===== src/rtl/reorder_buffer.sv =====
// reorder_buffer: gathers one word per channel per frame in any arrival
// order and replays each frame as an index-ordered {index,data} stream.
// Up to F complete frames are buffered so filling and draining overlap.
module reorder_buffer #(
  parameter int W = 8,
  parameter int N = 4,
  parameter int F = 2
) (
  input  logic                   clk,
  input  logic                   rst,
  input  logic [N-1:0]           s_stb,
  input  logic [N*W-1:0]         s_dat,
  output logic [N-1:0]           s_rdy,
  input  logic                   m_rdy,
  output logic                   m_stb,
  output logic [$clog2(N)+W-1:0] m_dat,
  output logic                   m_last,
  output logic [$clog2(F+1)-1:0] level
);
  localparam int IW = $clog2(N);
  localparam int PW = (F > 1) ? $clog2(F) : 1;
  localparam int CW = $clog2(F+1);
  localparam int AW = $clog2(F*N);

  logic [W-1:0]    mem_q [F*N];
  logic [PW-1:0]   wf_q, rf_q;
  logic [N-1:0]    recv_q;
  logic [CW-1:0]   cnt_q;
  logic [IW-1:0]   ridx_q;
  logic            m_stb_q, m_last_q;
  logic [IW+W-1:0] m_dat_q;

  logic [N-1:0]  grant;
  logic [IW-1:0] acc_idx;
  logic [W-1:0]  acc_dat;
  logic          acc, full, frame_done, load, rel;
  logic [AW-1:0] wr_addr, rd_addr;

  assign full = (cnt_q == CW'(F));

  // Lowest-index eligible channel gets the single write grant this cycle
  always_comb begin
    grant   = '0;
    acc_idx = '0;
    acc_dat = '0;
    acc     = 1'b0;
    for (int i = 0; i < N; i++) begin
      if (!acc && s_stb[i] && !recv_q[i] && !full && !rst) begin
        grant[i] = 1'b1;
        acc_idx  = IW'(i);
        acc_dat  = s_dat[i*W +: W];
        acc      = 1'b1;
      end
    end
  end

  assign s_rdy      = grant;
  assign frame_done = acc && ((recv_q | grant) == {N{1'b1}});
  assign wr_addr    = AW'(int'(wf_q) * N + int'(acc_idx));
  assign rd_addr    = AW'(int'(rf_q) * N + int'(ridx_q));

  // Output register refills whenever it is empty or being consumed
  assign load = (cnt_q != '0) && (!m_stb_q || m_rdy);
  assign rel  = load && (ridx_q == IW'(N-1));

  // Frame storage; contents need no reset since recv/cnt gate all use
  always_ff @(posedge clk) begin
    if (acc) mem_q[wr_addr] <= acc_dat;
  end

  // Write/read pointers, receive mask, frame count and output register
  always_ff @(posedge clk) begin
    if (rst) begin
      wf_q     <= '0;
      rf_q     <= '0;
      recv_q   <= '0;
      cnt_q    <= '0;
      ridx_q   <= '0;
      m_stb_q  <= 1'b0;
      m_last_q <= 1'b0;
      m_dat_q  <= '0;
    end else begin
      if (acc) begin
        if (frame_done) begin
          recv_q <= '0;
          wf_q   <= (wf_q == PW'(F-1)) ? '0 : wf_q + 1'b1;
        end else begin
          recv_q <= recv_q | grant;
        end
      end
      if (frame_done && !rel)      cnt_q <= cnt_q + 1'b1;
      else if (!frame_done && rel) cnt_q <= cnt_q - 1'b1;
      if (load) begin
        m_dat_q  <= {ridx_q, mem_q[rd_addr]};
        m_last_q <= (ridx_q == IW'(N-1));
        m_stb_q  <= 1'b1;
        if (rel) begin
          ridx_q <= '0;
          rf_q   <= (rf_q == PW'(F-1)) ? '0 : rf_q + 1'b1;
        end else begin
          ridx_q <= ridx_q + 1'b1;
        end
      end else if (m_stb_q && m_rdy) begin
        m_stb_q <= 1'b0;
      end
    end
  end

  assign m_stb  = m_stb_q;
  assign m_dat  = m_dat_q;
  assign m_last = m_last_q;
  assign level  = cnt_q;
endmodule


===== config.mk =====
export PLATFORM = sky130hd
export DESIGN_NAME = reorder_buffer
export DESIGN_NICKNAME = d
export VERILOG_FILES = /design/src/rtl/reorder_buffer.sv
export SDC_FILE = /design/constraint.sdc
export NUM_CORES = 1
export LEC_CHECK = 0
export BUFFER_PORTS_ARGS = -buffer_cell sky130_fd_sc_hd__clkbuf_2
export CAP_MARGIN = 20
export CORE_MARGIN = 2
export CORE_UTILIZATION = 45
export DETAILED_ROUTE_END_ITERATION = 10
export GPL_TIMING_DRIVEN = 0
export PLACE_DENSITY = 0.65
export SLEW_MARGIN = 10
export SYNTH_ARGS = -nofsm -noshare
export SYNTH_HDL_FRONTEND = slang
export SYNTH_SLANG_ARGS = --single-unit

===== constraint.sdc =====
create_clock -name clk -period 1.96 [get_ports clk]
set_input_delay 0.098 -clock clk [delete_from_list [all_inputs] [get_ports clk]]
set_output_delay 0.098 -clock clk [all_outputs]
set_load 0.005 [all_outputs]

# --- Word-level counts from Yosys, hierarchy flattened ---
# Memories as Yosys holds them, arrays and structs flattened. A register that Yosys moved wholly into a read port is not among the register bits.
# Cells that the tools add are included.
# Widths: inputs -> output; s select.
classes:
  n_reduce_logical: 39
  add_sub_neg: 7
  muxes: 24
  eq_ne: 3
  n_bitwise: 1
ops:
  columns: ["operator", "count"]
  rows:
  - ["$mux 8", 4]
  - ["$logic_and 1x1->1", 21]
  - ["$mux 1", 14]
  - ["$logic_not 1->1", 12]
  - ["$mux 2", 5]
  - ["$add 3x2->3", 2]
  - ["$reduce_bool 2->1", 3]
  - ["$add 2x1->2 const B", 2]
  - ["$eq 2x2->1 const B", 2]
  - ["$eq 4x4->1 const B", 1]
  - ["$mux 4", 1]
  - ["$or 4x4->4", 1]
  - ["$reduce_and 2->1", 2]
  - ["$add 1x1->1 const B", 2]
  - ["$sub 2x1->2 const B", 1]
  - ["$logic_or 1x1->1", 1]
totals:
  ff_bits: 22
  inputBits: 39
  n_memories: 1
  ramBits: 64
memory_table:
  columns: ["memory", "depth", "word_bits", "read_ports", "rd_ports_with_merged_regs", "wr", "line_no", "text"]
  rows:
  - ["mem_q", 8, 8, 1, 1, 1, "25", "logic [W-1:0] mem_q [F*N];"]

# --- Depth between registers and ports, before layout ---
# Gate-level depths: netlist of the first run.
logic_depth:
  depth_word: 30
  mapped_depth: 10

# --- Worst setup path after synthesis of the first run ---
# Ideal clock, no wire load.
synth_timing:
  path_type: "register to register"
  from: "register cnt_q[0] (netlist: level[0])"
  to: "register cnt_q[1] (netlist: level[1])"
  setup_time_ps: 70
  path_buffers: 2
  arrival_time_ps: 2080
  setup_slack_ps: -191
  t_required_ps: 1890
  stages_incl_launch_ff: 10
  cell_sequence: "dfxtp_1 > nor2b_2 > buf_6 > o41ai_2 > o211a_1 > nor2b_2 > buf_6 > ha_1 > or3_1 > a21oi_1"
synth_between:
  elab_chain_len: 29
synth_rtl:
  columns: ["element", "line_no", "text"]
  rows:
  - ["from (decl)", "28", "logic [CW-1:0] cnt_q;"]
  - ["from (signal assigned)", "91", "if (frame_done && !rel) cnt_q <= cnt_q + 1'b1;"]
  - ["from (signal assigned)", "92", "else if (!frame_done && rel) cnt_q <= cnt_q - 1'b1;"]
  - ["$eq 2x2->1", "39", "assign full = (cnt_q == CW'(F));"]
  - ["$logic_not 1->1", "48", "if (!acc && s_stb[i] && !recv_q[i] && !full && !rst) begin"]
  - ["$logic_and 1x1->1 (2 in a row)", "48", null]
  - ["$mux 1", "48", null]
  - ["$logic_not 1->1", "48", null]
  - ["$logic_and 1x1->1 (4 in a row)", "48", null]
  - ["$mux 1", "48", null]
  - ["$logic_not 1->1", "48", null]
  - ["[6 not listed]", null, null]
  - ["$logic_and 1x1->1 (4 in a row)", "48", null]
  - ["$mux 1", "48", null]
  - ["$or 4x4->4", "58", "assign frame_done = acc && ((recv_q | grant) == {N{1'b1}});"]
  - ["$eq 4x4->1", "58", null]
  - ["$logic_and 1x1->1", "58", null]
  - ["$logic_not 1->1", "92", null]
  - ["$logic_and 1x1->1", "92", null]
  - ["$reduce_bool 2->1 (no source line)", null, null]
# Several ways; a longest one is shown, not always the timed one. The select of a mux whose other input is x is not followed.
# A chain may end at the register's enable or synchronous reset.

# --- Worst setup path in the final report of the first run ---
layout_timing:
  from: "register cnt_q[1] (netlist: level[1])"
  to: "register cnt_q[1] (netlist: level[1])"
# The elaborated chain is that of the path after synthesis.

==> insert_results.sql, run 1 <==
INSERT INTO impl_metrics (metric_group, metric, value, unit) VALUES
('outcome', 'outcome', 'finished, violations left', ''),
('outcome', 'violations', 'setup timing', ''),
('cts', 'clk_pin_slew_worst_paths', '0.08', 'ns'),
('die', 'initial_core_util', '46.7', '%'),
('die', 'floorplan.core_area', '7730', 'µm²'),
('global_route', 'track_usage', '18.2', '%'),
('cts', 'clock_latency_at_the_later_pin_of_the_worst_skew_pair', '0.34', 'ns'),
('final_layout', 'fill_cells', '609', ''),
('yosys', 'synth_compound_gate_area_share', '8.29', '%'),
('routing', 'first_pass_iters', '4', ''),
('routing', 'detail_route.drc_violations', '0', ''),
('critical_path', 'worst-setup-path-type', 'reg -> reg', ''),
('yosys', 'combinational_family_with_the_most_area_after_synthesis', 'multiplexers', ''),
('cts', 'cts_root_buf', 'clkbuf_8', ''),
('placement', 'gp_routability_congestion', '0.813', ''),
('cts', 'tritoncts', 'done', ''),
('power', 'power.density_cell_area', '792', 'nW/µm²'),
('routing', 'drt_iter0_markers', '67', ''),
('yosys', 'syn_avg_cell_area', '15.2', 'µm²'),
('flow_run', 'cap_viol_max_count', '0', ''),
('critical_path', 'arrival', '2.29', 'ns'),
('cts', 'number_of_cts_inserted_buffers', '9', ''),
('yosys', 'synth_seq_cells', '86', ''),
('final_layout', 'drive_gt1_share', '46.4', '%'),
('timing', 'final_cycle_utilization_of_the_critical_path', '103', '%'),
('global_route', 'number_of_global_route_vias_before_repair', '2196', ''),
('cts', 'h-tree-depth', '3', ''),
('yosys', 'synthesis.nets', '278', ''),
('yosys', 'yosysWarningCount', '0', ''),
('critical_path', 'timing.critical_path.to_type', 'flip-flop', ''),
('placement', 'dp.final_hpwl', '5.10', 'mm'),
('placement', 'placement.cell_area', '4050', 'µm²'),
('routing', 'detail_route.wirelength', '7.51', 'mm'),
('yosys', 'synth_adder_area_share', '0.694', '%'),
('timing', 'slew_limit_headroom', '50.1', '%'),
('routing', 'number_of_nets_with_antenna_violations_after_detailed_routing', '0', ''),
('timing', 'fin_ws', '-0.0674', 'ns'),
('global_route', 'grt.overflow.total', '0', ''),
('final_layout', 'sequential_standard_cell_area', '2370', 'µm²'),
('critical_path', 'crit_path_max_fanout', '7', ''),
('yosys', 'postSynthCellCount', '237', ''),
('final_layout', 'final_cells', '419', ''),
('yosys', 'postSynth.asyncResetShare', '0', '%'),
('die', 'die-height', '93.5', 'µm'),
('global_route', 'number_of_antenna_violations_at_the_first_check_in_global_routing', '0', ''),
('final_layout', 'area_growth', '26.7', '%'),
('yosys', 'cell_area_after_synthesis', '3610', 'µm²'),
('yosys', 'yosys-mux-area-fraction', '12.5', '%'),
('final_layout', 'multi_input_comb_area', '1410', 'µm²'),
('cts', 'clkSinkCount', '86', ''),
('routing', 'via_count', '2255', ''),
('die', 'cell_row_count', '32', ''),
('timing', 'finalMaxSlewViolations', '0', ''),
('worst_hold_path', 'type_of_the_worst_min_delay_path', 'in -> reg', ''),
('routing', 'route.detailed.wl_per_inst', '17.9', 'µm'),
('timing', 'finalWorstPathRequiredPeriod', '2.03', 'ns'),
('final_layout', 'post-route-cell-area', '4570', 'µm²'),
('power', 'max-vdd-ir-drop', '0.000426', 'V'),
('timing', 'fmax', '493', 'MHz'),
('placement', 'port_buffer_cells', '56', ''),
('routing', 'routed_via_density', '5.38', ''),
('yosys', 'area_share_of_xor_xnor_cells_in_the_synthesized_design', '0.728', '%'),
('yosys', 'synth_simple_gate_area_share', '9.95', '%'),
('timing', 'finClkSkew', '0.00950', 'ns'),
('critical_path', 'worst_ep_required_time', '2.23', 'ns'),
('global_route', 'grt_pass1_wl', '11.7', 'mm'),
('timing', 'timing.final.hold_violations', '0', ''),
('final_layout', 'antenna_cells', '0', ''),
('final_layout', 'finalNetCount', '353', ''),
('die', 'dieWidth', '93.5', 'µm'),
('cts', 'cts_hold_buffers', '0', ''),
('power', 'static-leakage-power', '1.61', 'nW'),
('yosys', 'synth_flop_cell', 'edfxtp_1', ''),
('placement', 'numPlacedInstances', '395', ''),
('critical_path', 'worst_setup_path_start_kind', 'flip-flop', ''),
('global_route', 'maximum_number_of_pins_on_one_net_before_global_route_repair', '15', ''),
('timing', 'worst_pin_slew', '0.746', 'ns'),
('timing', 'setup_repair_after_global_routing_missed_its_margin', 'true', ''),
('yosys', 'synth_cell_type_count', '40', ''),
('timing', 'setup-violations-final', '1', ''),
('die', 'pin_count', '57', ''),
('yosys', 'synth-seq-area-share', '65.5', '%'),
('cts', 'clock_path_buffers', '2', ''),
('yosys', 'synth_edf_count', '64', ''),
('die', 'fp.dieArea', '8750', 'µm²');
## cells in the final DEF (no fill, tap or decap), types with 7 or more instances in the layout
cell type,instances
nor2_1,24
nand2_1,11
mux2i_1,9
a21oi_1,8
edfxtp_1,64
clkbuf_2,56
clkbuf_8,9
mux4_2,16
a211oi_1,8
buf_4,8
a221oi_2,7
dfxtp_1,18
## sequential cells by signal, indices dropped and copies added (netlist names)
signal,flops
m_last,1
recv_q,4
m_dat,10
wf_q,1
mem_q,64
level,2
m_stb,1
rf_q,1
ridx_q,2
## worst paths after layout
check,from,to,slack [ns],depth (start not counted)
worst min-delay path,m_rdy,m_stb,0.08,3
worst max register to register,level[1],level[1],-0.07,9
worst min register to register,m_dat[9],m_dat[9],0.46,2
worst max-delay path,level[1],level[1],-0.07,9
## per-stage QoR
stage / hold slack, ns / setup TNS [ns] / util (%) / setup WS [ns] / total power [mW]
2_1_floorplan: 0.287 / -0.0778 / - / -0.0778 / 2.19
3_3_place_gp: 0.415 / -14.82 / 52.4 / -0.335 / 2.28
3_5_place_dp: 0.425 / -20.05 / 52.4 / -0.359 / 2.28
4_1_cts: 0.0449 / -0.182 / 57.2 / -0.0911 / 3.61
5_1_grt: 0.0874 / -2.29 / 59.1 / -0.152 / 3.74
6_report: 0.0813 / -0.0674 / 59.1 / -0.0674 / 3.62
## repair_timing
item	CTS	global route
pin swaps	9	8
resized for setup	27	18
setup endpoints to repair	123	108
buffers inserted	5	4
## area by class of cell
type,instances,area share [%]
clock buffers,9,2.71
inverters,1,0.0821
well taps,102,2.79
flip-flops and latches,86,51.9
multi-input cells,136,30.8
repair buffers,65,8.24
plain buffers,13,1.53
clock inverters,7,1.94
## cell families after synthesis
kind of cell               after synthesis
DFF                                     86
xor gates and xnor gates                 3
buffers and inverters                   15
muxes                                   25
AOI/OAI and AO/OA                       39
adders and majority gates                2
and+or+nand+nor                         67
## cell usage after synthesis, drive strengths merged, types with 2 or more instances
| cell type | number | share of area, % |
|---|---|---|
| buf | 10 | 1.8 |
| ha | 2 | 0.69 |
| xor2 | 3 | 0.73 |
| nor4 | 2 | 0.35 |
| o2bb2ai | 7 | 1.7 |
| nand2b | 5 | 0.87 |
| nor2 | 26 | 3.0 |
| mux2i | 9 | 2.5 |
| clkbuf | 4 | 0.42 |
| and2 | 5 | 0.87 |
| a221oi | 7 | 1.7 |
| nand2 | 12 | 1.3 |
| mux4 | 16 | 10 |
| edfxtp | 64 | 53 |
| o21ai | 2 | 0.28 |
| nor3 | 8 | 1.4 |
| a21oi | 8 | 1.1 |
| nor2b | 5 | 1.0 |
| dfxtp | 22 | 12 |
| a211oi | 8 | 1.7 |
## power by group
group,total (mW),switching (mW),leakage [nW],internal (mW)
combinational,0.277,0.161,0.741,0.116
clock,1.32,0.608,0.104,0.709
sequential,2.02,0.0126,0.769,2.01
## per-layer routing
metal	GRT usage (%)	routed length, µm
met1	24.5	3310
met2	29.4	3750
met3	5.08	389
met4	5.19	63
met5	0	0
## worst max-delay path, cell delays in order (launching register included)
cell     delay [ns]
dfxtp_4        0.36
nor2b_4        0.28
o41ai_4        0.09
o211a_1        0.25
nor2b_4        0.13
buf_6          0.13
ha_4           0.15
xor2_2         0.14
or3_1          0.30
a21oi_1        0.12
(Power assumes the default switching activity.)
==> inputs of run 2 (changes only) <==
--- a/config.mk
+++ b/config.mk
@@ -8,10 +8,10 @@
 export BUFFER_PORTS_ARGS = -buffer_cell sky130_fd_sc_hd__clkbuf_2
 export CAP_MARGIN = 20
 export CORE_MARGIN = 2
-export CORE_UTILIZATION = 45
+export CORE_UTILIZATION = 50
 export DETAILED_ROUTE_END_ITERATION = 10
 export GPL_TIMING_DRIVEN = 0
-export PLACE_DENSITY = 0.65
+export PLACE_DENSITY = 0.72
 export SLEW_MARGIN = 10
 export SYNTH_ARGS = -nofsm -noshare
 export SYNTH_HDL_FRONTEND = slang
==> constraint.sdc (replaced) <==
create_clock -name clk -period 1.96 [get_ports clk]
set_input_delay 0.392 -clock clk [delete_from_list [all_inputs] [get_ports clk]]
set_output_delay 0.392 -clock clk [all_outputs]
set_load 0.005 [all_outputs]
==> run 2 against run 1 <==
  * The run still ends with setup timing left
  * Global-route usage rose by 2.7 points
  * Sequential share of layout area grew 0.98 points
  * First-iteration DRC count grew 36%
  * Cell count shrank 0.95%
  * Sequential power about the same
  * Worst hold slack improved by 0.27 ns
==> insert_results.sql, run 2 (synthesis results as in run 1) <==
INSERT INTO impl_metrics (metric_group, metric, value, unit) VALUES
('critical_path', 'worst_setup_path_start_kind', 'flip-flop', ''),
('final_layout', 'drive_gt1_share', '45.5', '%'),
('final_layout', 'largest_register_ff_count', '64', ''),
('placement', 'gp_routability_congestion', '0.773', ''),
('cts', 'number_of_cts_inserted_buffers', '9', ''),
('power', 'max-vdd-ir-drop', '0.000433', 'V'),
('final_layout', 'layout.cells.most_common', 'edfxtp_1', ''),
('timing', 'setup_repair_after_global_routing_missed_its_margin', 'true', ''),
('cts', 'h-tree-depth', '3', ''),
('outcome', 'violations', 'setup timing', ''),
('final_layout', 'fill_cells', '494', ''),
('timing', 'timing.final.hold_violations', '0', ''),
('timing', 'worst_pin_slew', '0.736', 'ns'),
('die', 'fp.dieArea', '7910', 'µm²'),
('worst_hold_path', 'type_of_the_worst_min_delay_path', 'in -> reg', ''),
('die', 'die-height', '88.9', 'µm'),
('timing', 'setup-violations-final', '3', ''),
('critical_path', 'timing.critical_path.cells', 'nor2b_4 > buf_6 > nor4b_4 > and2b_2 > clkbuf_2', ''),
('die', 'floorplan.core_area', '6870', 'µm²'),
('die', 'dieWidth', '88.9', 'µm'),
('final_layout', 'most_frequent_cells_in_the_layout', 'edfxtp_1, clkbuf_2, nor2_1', ''),
('critical_path', 'arrival', '1.60', 'ns'),
('critical_path', 'timing.critical_path.buf_inv', '2', ''),
('timing', 'worst_hold_slack', '0.354', 'ns'),
('critical_path', 'crit_path_max_fanout', '7', ''),
('die', 'cell_row_count', '30', ''),
('cts', 'tritoncts', 'done', ''),
('routing', 'detail_route.wirelength', '7.36', 'mm'),
('global_route', 'number_of_antenna_violations_at_the_first_check_in_global_routing', '0', ''),
('critical_path', 'critical_path.reg2reg.startpoint', 'level[1]', ''),
('cts', 'cts_root_buf', 'clkbuf_8', ''),
('die', 'pin_count', '57', ''),
('global_route', 'grt.overflow.total', '0', ''),
('routing', 'routed_via_density', '5.43', ''),
('final_layout', 'antenna_cells', '0', ''),
('critical_path', 'worst_ep_required_time', '1.57', 'ns'),
('cts', 'clk_pin_slew_worst_paths', '0.08', 'ns'),
('critical_path', 'r2r_cells', '9', ''),
('critical_path', 'cpMaxStageDelayCell', 'dfxtp_4', ''),
('critical_path', 'worst-setup-path-type', 'reg -> out', ''),
('routing', 'drt_iter0_markers', '91', ''),
('timing', 'finalMaxSlewViolations', '0', ''),
('final_layout', 'multi_input_comb_area', '1340', 'µm²'),
('critical_path', 'cell_family_with_most_cp_delay', 'simple AND/OR/NAND/NOR gates', ''),
('final_layout', 'largest_register', 'mem_q', ''),
('timing', 'finClkSkew', '0.00724', 'ns'),
('timing', 'fin_ws', '-0.0366', 'ns'),
('cts', 'cts_hold_buffers', '0', ''),
('timing', 'final_cycle_utilization_of_the_critical_path', '102', '%'),
('final_layout', 'finalNetCount', '355', ''),
('timing', 'final.setup.tns', '-0.0995', 'ns'),
('critical_path', 'r2r_endpoint', 'level[1]', ''),
('routing', 'number_of_nets_with_antenna_violations_after_detailed_routing', '0', ''),
('cts', 'clkSinkCount', '86', ''),
('cts', 'clock_latency_at_the_later_pin_of_the_worst_skew_pair', '0.35', 'ns'),
('power', 'static-leakage-power', '1.61', 'nW'),
('final_layout', 'sequential_standard_cell_area', '2370', 'µm²'),
('critical_path', 'slowest_delay', '0.35', 'ns'),
('routing', 'route.detailed.wl_per_inst', '17.7', 'µm'),
('final_layout', 'post-route-cell-area', '4490', 'µm²'),
('timing', 'finalWorstPathRequiredPeriod', '2.00', 'ns'),
('placement', 'placement.cell_area', '4040', 'µm²'),
('timing', 'fmax', '501', 'MHz'),
('critical_path', 'critPathCapture', 's_rdy[2]', ''),
('final_layout', 'area_growth', '24.3', '%'),
('power', 'power.density_cell_area', '807', 'nW/µm²'),
('power', 'finalPower', '3.62', 'mW'),
('cts', 'clock_path_buffers', '2', ''),
('flow_run', 'cap_viol_max_count', '0', ''),
('outcome', 'outcome', 'finished, violations left', ''),
('critical_path', 'cp_num_cells', '5', ''),
('placement', 'port_buffer_cells', '56', ''),
('critical_path', 'timing.critical_path.to_type', 'primary output', ''),
('routing', 'first_pass_iters', '4', ''),
('routing', 'detail_route.drc_violations', '0', ''),
('placement', 'dp.final_hpwl', '5.04', 'mm'),
('routing', 'via_count', '2255', ''),
('global_route', 'number_of_global_route_vias_before_repair', '2218', ''),
('global_route', 'track_usage', '20.9', '%'),
('critical_path', 'rrSetupSlack', '-0.04', 'ns'),
('critical_path', 'critPathLaunch', 'level[1]', ''),
('timing', 'slew_limit_headroom', '50.7', '%'),
('global_route', 'grt_pass1_wl', '11.7', 'mm'),
('die', 'initial_core_util', '52.5', '%'),
('global_route', 'maximum_number_of_pins_on_one_net_before_global_route_repair', '15', '');
-- run 2: how the worst min path moves through the flow --
stage                         from        end  slack (ns)  cells past startpoint
after floorplan           m_dat[8]   m_dat[8]        0.45                      2
after global placement    m_dat[9]   m_dat[9]        0.44                      2
after detailed placement  m_dat[9]   m_dat[9]        0.45                      2
after CTS                 s_stb[0]  recv_q[0]        0.34                      3
after global routing      s_stb[0]  recv_q[0]        0.36                      3
final                     s_stb[0]  recv_q[0]        0.35                      3
-- run 2: report_power, final --
part           total, mW  internal, mW  switching, mW
Sequential          2.02          2.01         0.0127
Combinational      0.263         0.108          0.155
Clock               1.33         0.716          0.615
-- run 2: per-stage QoR --
stage	worst slack, ns	utilization [%]	instances
after global routing	-0.153	65.3	415
after detailed placement	-0.469	58.9	389
after floorplan	-0.0778	-	237
final	-0.0366	65.3	415
after CTS	-0.0408	64.5	414
after global placement	-0.451	58.9	389
-- run 2: layout make-up --
cell class	instances	share of cell area, %
clock inverters	6	1.92
multi-input cells	136	29.8
repair buffers	67	8.17
flip-flops and latches	86	52.9
plain buffers	13	1.62
inverters	1	0.0837
well taps	96	2.68
clock buffers	10	2.85
-- run 2: layer usage --
metal,global-route usage (%),up-vias,wire length [µm]
met5,0,-,0
li1,-,1081,-
met4,9.36,0,135
met2,34.0,88,3590
met3,3.14,9,454
met1,28.3,1077,3180
-- run 2: timing repair --
| item | 4_1_cts | 5_1_grt |
|---|---|---|
| resized for setup | 23 | 13 |
| buffers inserted | 10 | 1 |
| pin swaps | 7 | 1 |
| setup endpoints to repair | 118 | 81 |
-- run 2: worst min-delay path, delay by kind of cell --
family | cells | cell delay (ns)
and+or+nand+nor | 1 | 0.05
buffers and inverters | 1 | 0.10
AOI/OAI and AO/OA | 1 | 0.13
==> inputs of run 3 (changes only) <==
--- a/config.mk
+++ b/config.mk
@@ -7,11 +7,13 @@
 export LEC_CHECK = 0
 export BUFFER_PORTS_ARGS = -buffer_cell sky130_fd_sc_hd__clkbuf_2
 export CAP_MARGIN = 20
+export CORE_ASPECT_RATIO = 1.25
 export CORE_MARGIN = 2
 export CORE_UTILIZATION = 50
 export DETAILED_ROUTE_END_ITERATION = 10
 export GPL_TIMING_DRIVEN = 0
 export PLACE_DENSITY = 0.72
+export SKIP_CTS_REPAIR_TIMING = 1
 export SLEW_MARGIN = 10
 export SYNTH_ARGS = -nofsm -noshare
 export SYNTH_HDL_FRONTEND = slang
==> run 3 against run 2 <==
  * The run still ends with setup timing left
  * Flip-flop and latch count stayed put
  * Power is 3.5% lower
  * Sequential power hardly changed
  * Cell count is 0.96% lower
  * Critical path type is now reg -> reg
  * Critical endpoint is now level[1]
  * Largest cell class unchanged
  * Largest power group unchanged
==> insert_results.sql, run 3 (synthesis results as in run 1) <==
INSERT INTO impl_metrics (metric_group, metric, value, unit) VALUES
('routing', 'via_count', '2258', ''),
('final_layout', 'final_cells', '411', ''),
('routing', 'routed_via_density', '5.49', ''),
('critical_path', 'critical_path.reg2reg.startpoint', 'level[0]', ''),
('final_layout', 'finalNetCount', '357', ''),
('placement', 'place_ws', '-0.441', 'ns'),
('critical_path', 'critical_path_most_common_cell', 'nor2b_4', ''),
('power', 'power.density_cell_area', '770', 'nW/µm²'),
('cts', 'cts_root_buf', 'clkbuf_8', ''),
('global_route', 'track_usage', '19.0', '%'),
('timing', 'final.setup.tns', '-0.709', 'ns'),
('routing', 'number_of_nets_with_antenna_violations_after_detailed_routing', '0', ''),
('placement', 'port_buffer_cells', '56', ''),
('timing', 'fmax', '480', 'MHz'),
('critical_path', 'timing.critical_path.to_type', 'flip-flop', ''),
('timing', 'fin_ws', '-0.126', 'ns'),
('critical_path', 'critPathLaunch', 'level[0]', ''),
('timing', 'final_cycle_utilization_of_the_critical_path', '106', '%'),
('timing', 'worst_pin_slew', '0.712', 'ns'),
('critical_path', 'arrival', '2.35', 'ns'),
('outcome', 'outcome', 'finished, violations left', ''),
('power', 'max-vdd-ir-drop', '0.000554', 'V'),
('timing', 'setup_repair_after_global_routing_missed_its_margin', 'true', ''),
('die', 'floorplan.core_area', '6980', 'µm²'),
('routing', 'drt_iter0_markers', '150', ''),
('final_layout', 'most_frequent_cells_in_the_layout', 'edfxtp_1, clkbuf_2, nor2_1', ''),
('placement', 'numPlacedInstances', '383', ''),
('power', 'finalPower', '3.49', 'mW'),
('final_layout', 'final_util', '65.0', '%'),
('routing', 'first_pass_iters', '4', ''),
('final_layout', 'largest_register', 'mem_q', ''),
('critical_path', 'cell_family_with_most_cp_delay', 'simple AND/OR/NAND/NOR gates', ''),
('routing', 'detail_route.drc_violations', '0', ''),
('critical_path', 'worst_ep_required_time', '2.23', 'ns'),
('cts', 'clk_pin_slew_worst_paths', '0.09', 'ns'),
('final_layout', 'antenna_cells', '0', ''),
('worst_hold_path', 'type_of_the_worst_min_delay_path', 'in -> reg', ''),
('timing', 'setup-violations-final', '11', ''),
('critical_path', 'crit_path_max_fanout', '7', ''),
('power', 'static-leakage-power', '1.62', 'nW'),
('timing', 'worst_hold_slack', '0.365', 'ns'),
('global_route', 'number_of_global_route_vias_before_repair', '2203', ''),
('outcome', 'violations', 'setup timing', ''),
('timing', 'finalWorstPathRequiredPeriod', '2.09', 'ns'),
('critical_path', 'worst-setup-path-type', 'reg -> reg', ''),
('timing', 'slew_limit_headroom', '52.5', '%'),
('routing', 'detail_route.wirelength', '7.14', 'mm'),
('placement', 'placement.cell_area', '4040', 'µm²'),
('die', 'die-height', '99.0', 'µm'),
('timing', 'finalMaxSlewViolations', '0', ''),
('cts', 'clock_latency_at_the_later_pin_of_the_worst_skew_pair', '0.35', 'ns'),
('worst_hold_path', 'min-delay-start', 's_stb[0]', ''),
('global_route', 'number_of_antenna_violations_at_the_first_check_in_global_routing', '0', ''),
('cts', 'h-tree-depth', '3', ''),
('placement', 'gp_routability_congestion', '0.787', ''),
('placement', 'dp.final_hpwl', '4.99', 'mm'),
('critical_path', 'cpMaxStageDelayCell', 'dfxtp_4', ''),
('die', 'fp.dieArea', '7910', 'µm²'),
('routing', 'route.detailed.wl_per_inst', '17.4', 'µm'),
('cts', 'tritoncts', 'done', ''),
('critical_path', 'slowest_delay', '0.39', 'ns'),
('cts', 'number_of_cts_inserted_buffers', '9', ''),
('flow_run', 'cap_viol_max_count', '0', ''),
('cts', 'clkSinkCount', '86', ''),
('final_layout', 'largest_register_ff_count', '64', ''),
('final_layout', 'fill_cells', '502', ''),
('global_route', 'grt.overflow.total', '0', ''),
('final_layout', 'post-route-cell-area', '4530', 'µm²'),
('global_route', 'maximum_number_of_pins_on_one_net_before_global_route_repair', '19', ''),
('critical_path', 'worst_setup_path_start_kind', 'flip-flop', ''),
('final_layout', 'drive_gt1_share', '47.0', '%'),
('die', 'initial_core_util', '51.7', '%'),
('final_layout', 'layout.cells.most_common', 'edfxtp_1', ''),
('die', 'dieWidth', '80.0', 'µm'),
('global_route', 'grt_pass1_wl', '11.0', 'mm'),
('cts', 'clock_path_buffers', '2', ''),
('critical_path', 'timing.critical_path.buf_inv', '2', ''),
('timing', 'finClkSkew', '0.00742', 'ns'),
('timing', 'timing.final.hold_violations', '0', ''),
('die', 'cell_row_count', '34', ''),
('final_layout', 'area_growth', '25.7', '%'),
('critical_path', 'timing.critical_path.cells', 'nor2b_4 > buf_8 > o41ai_4 > o211a_1 > nor2b_4 > buf_6 > ha_4 > xor2_1 > or3_1 > a21oi_1', ''),
('die', 'pin_count', '57', '');
run 3: cell count changes in the layout (fill, tap and decap cells not counted), sizes merged:
cell,delta
inv,+4
buf,+2
bufinv,-2
clkbuf,-1
clkinvlp,-1
run 3: cell type report:
class                      count  area [µm²]  area share, %
clock inverter                 7        73.8           1.63
sequential                    86        2370           52.4
buffer                        14        95.1           2.10
tap                           90         113           2.48
inverter                       1        6.26          0.138
clock buffer                   9         124           2.73
multi-input combinational    136        1380           30.4
timing repair buffer          68         370           8.17
run 3: layer usage:
metal  GRT usage, %  wire length (µm)  up-vias  share of wire (%)
met1           25.2              3040     1090                 43
met4           6.26                81        0                1.1
met5              0                 0        -                  0
met2           30.9              3710       74                 52
met3           4.49               307        7                4.3
li1               -                 -     1087                  -
run 3: where the power goes:
part | leakage (nW) | switching [mW] | internal [mW]
combinational | 0.754 | 0.156 | 0.116
sequential | 0.770 | 0.0135 | 2.01
clock | 0.101 | 0.691 | 0.502
total | 1.62 | 0.861 | 2.63
run 3: worst paths after layout:
check | endpoint | slack (ns) | depth (start not counted)
min | recv_q[0] | 0.36 | 3
max reg2reg | level[1] | -0.13 | 10
min reg2reg | m_dat[9] | 0.46 | 2
max | level[1] | -0.13 | 10
run 3: worst min-delay path, delay by kind of cell:
| kind | cells | cell delay [ns] |
|---|---|---|
| compound gates | 1 | 0.12 |
| buf+inv | 1 | 0.11 |
| simple gates | 1 | 0.05 |
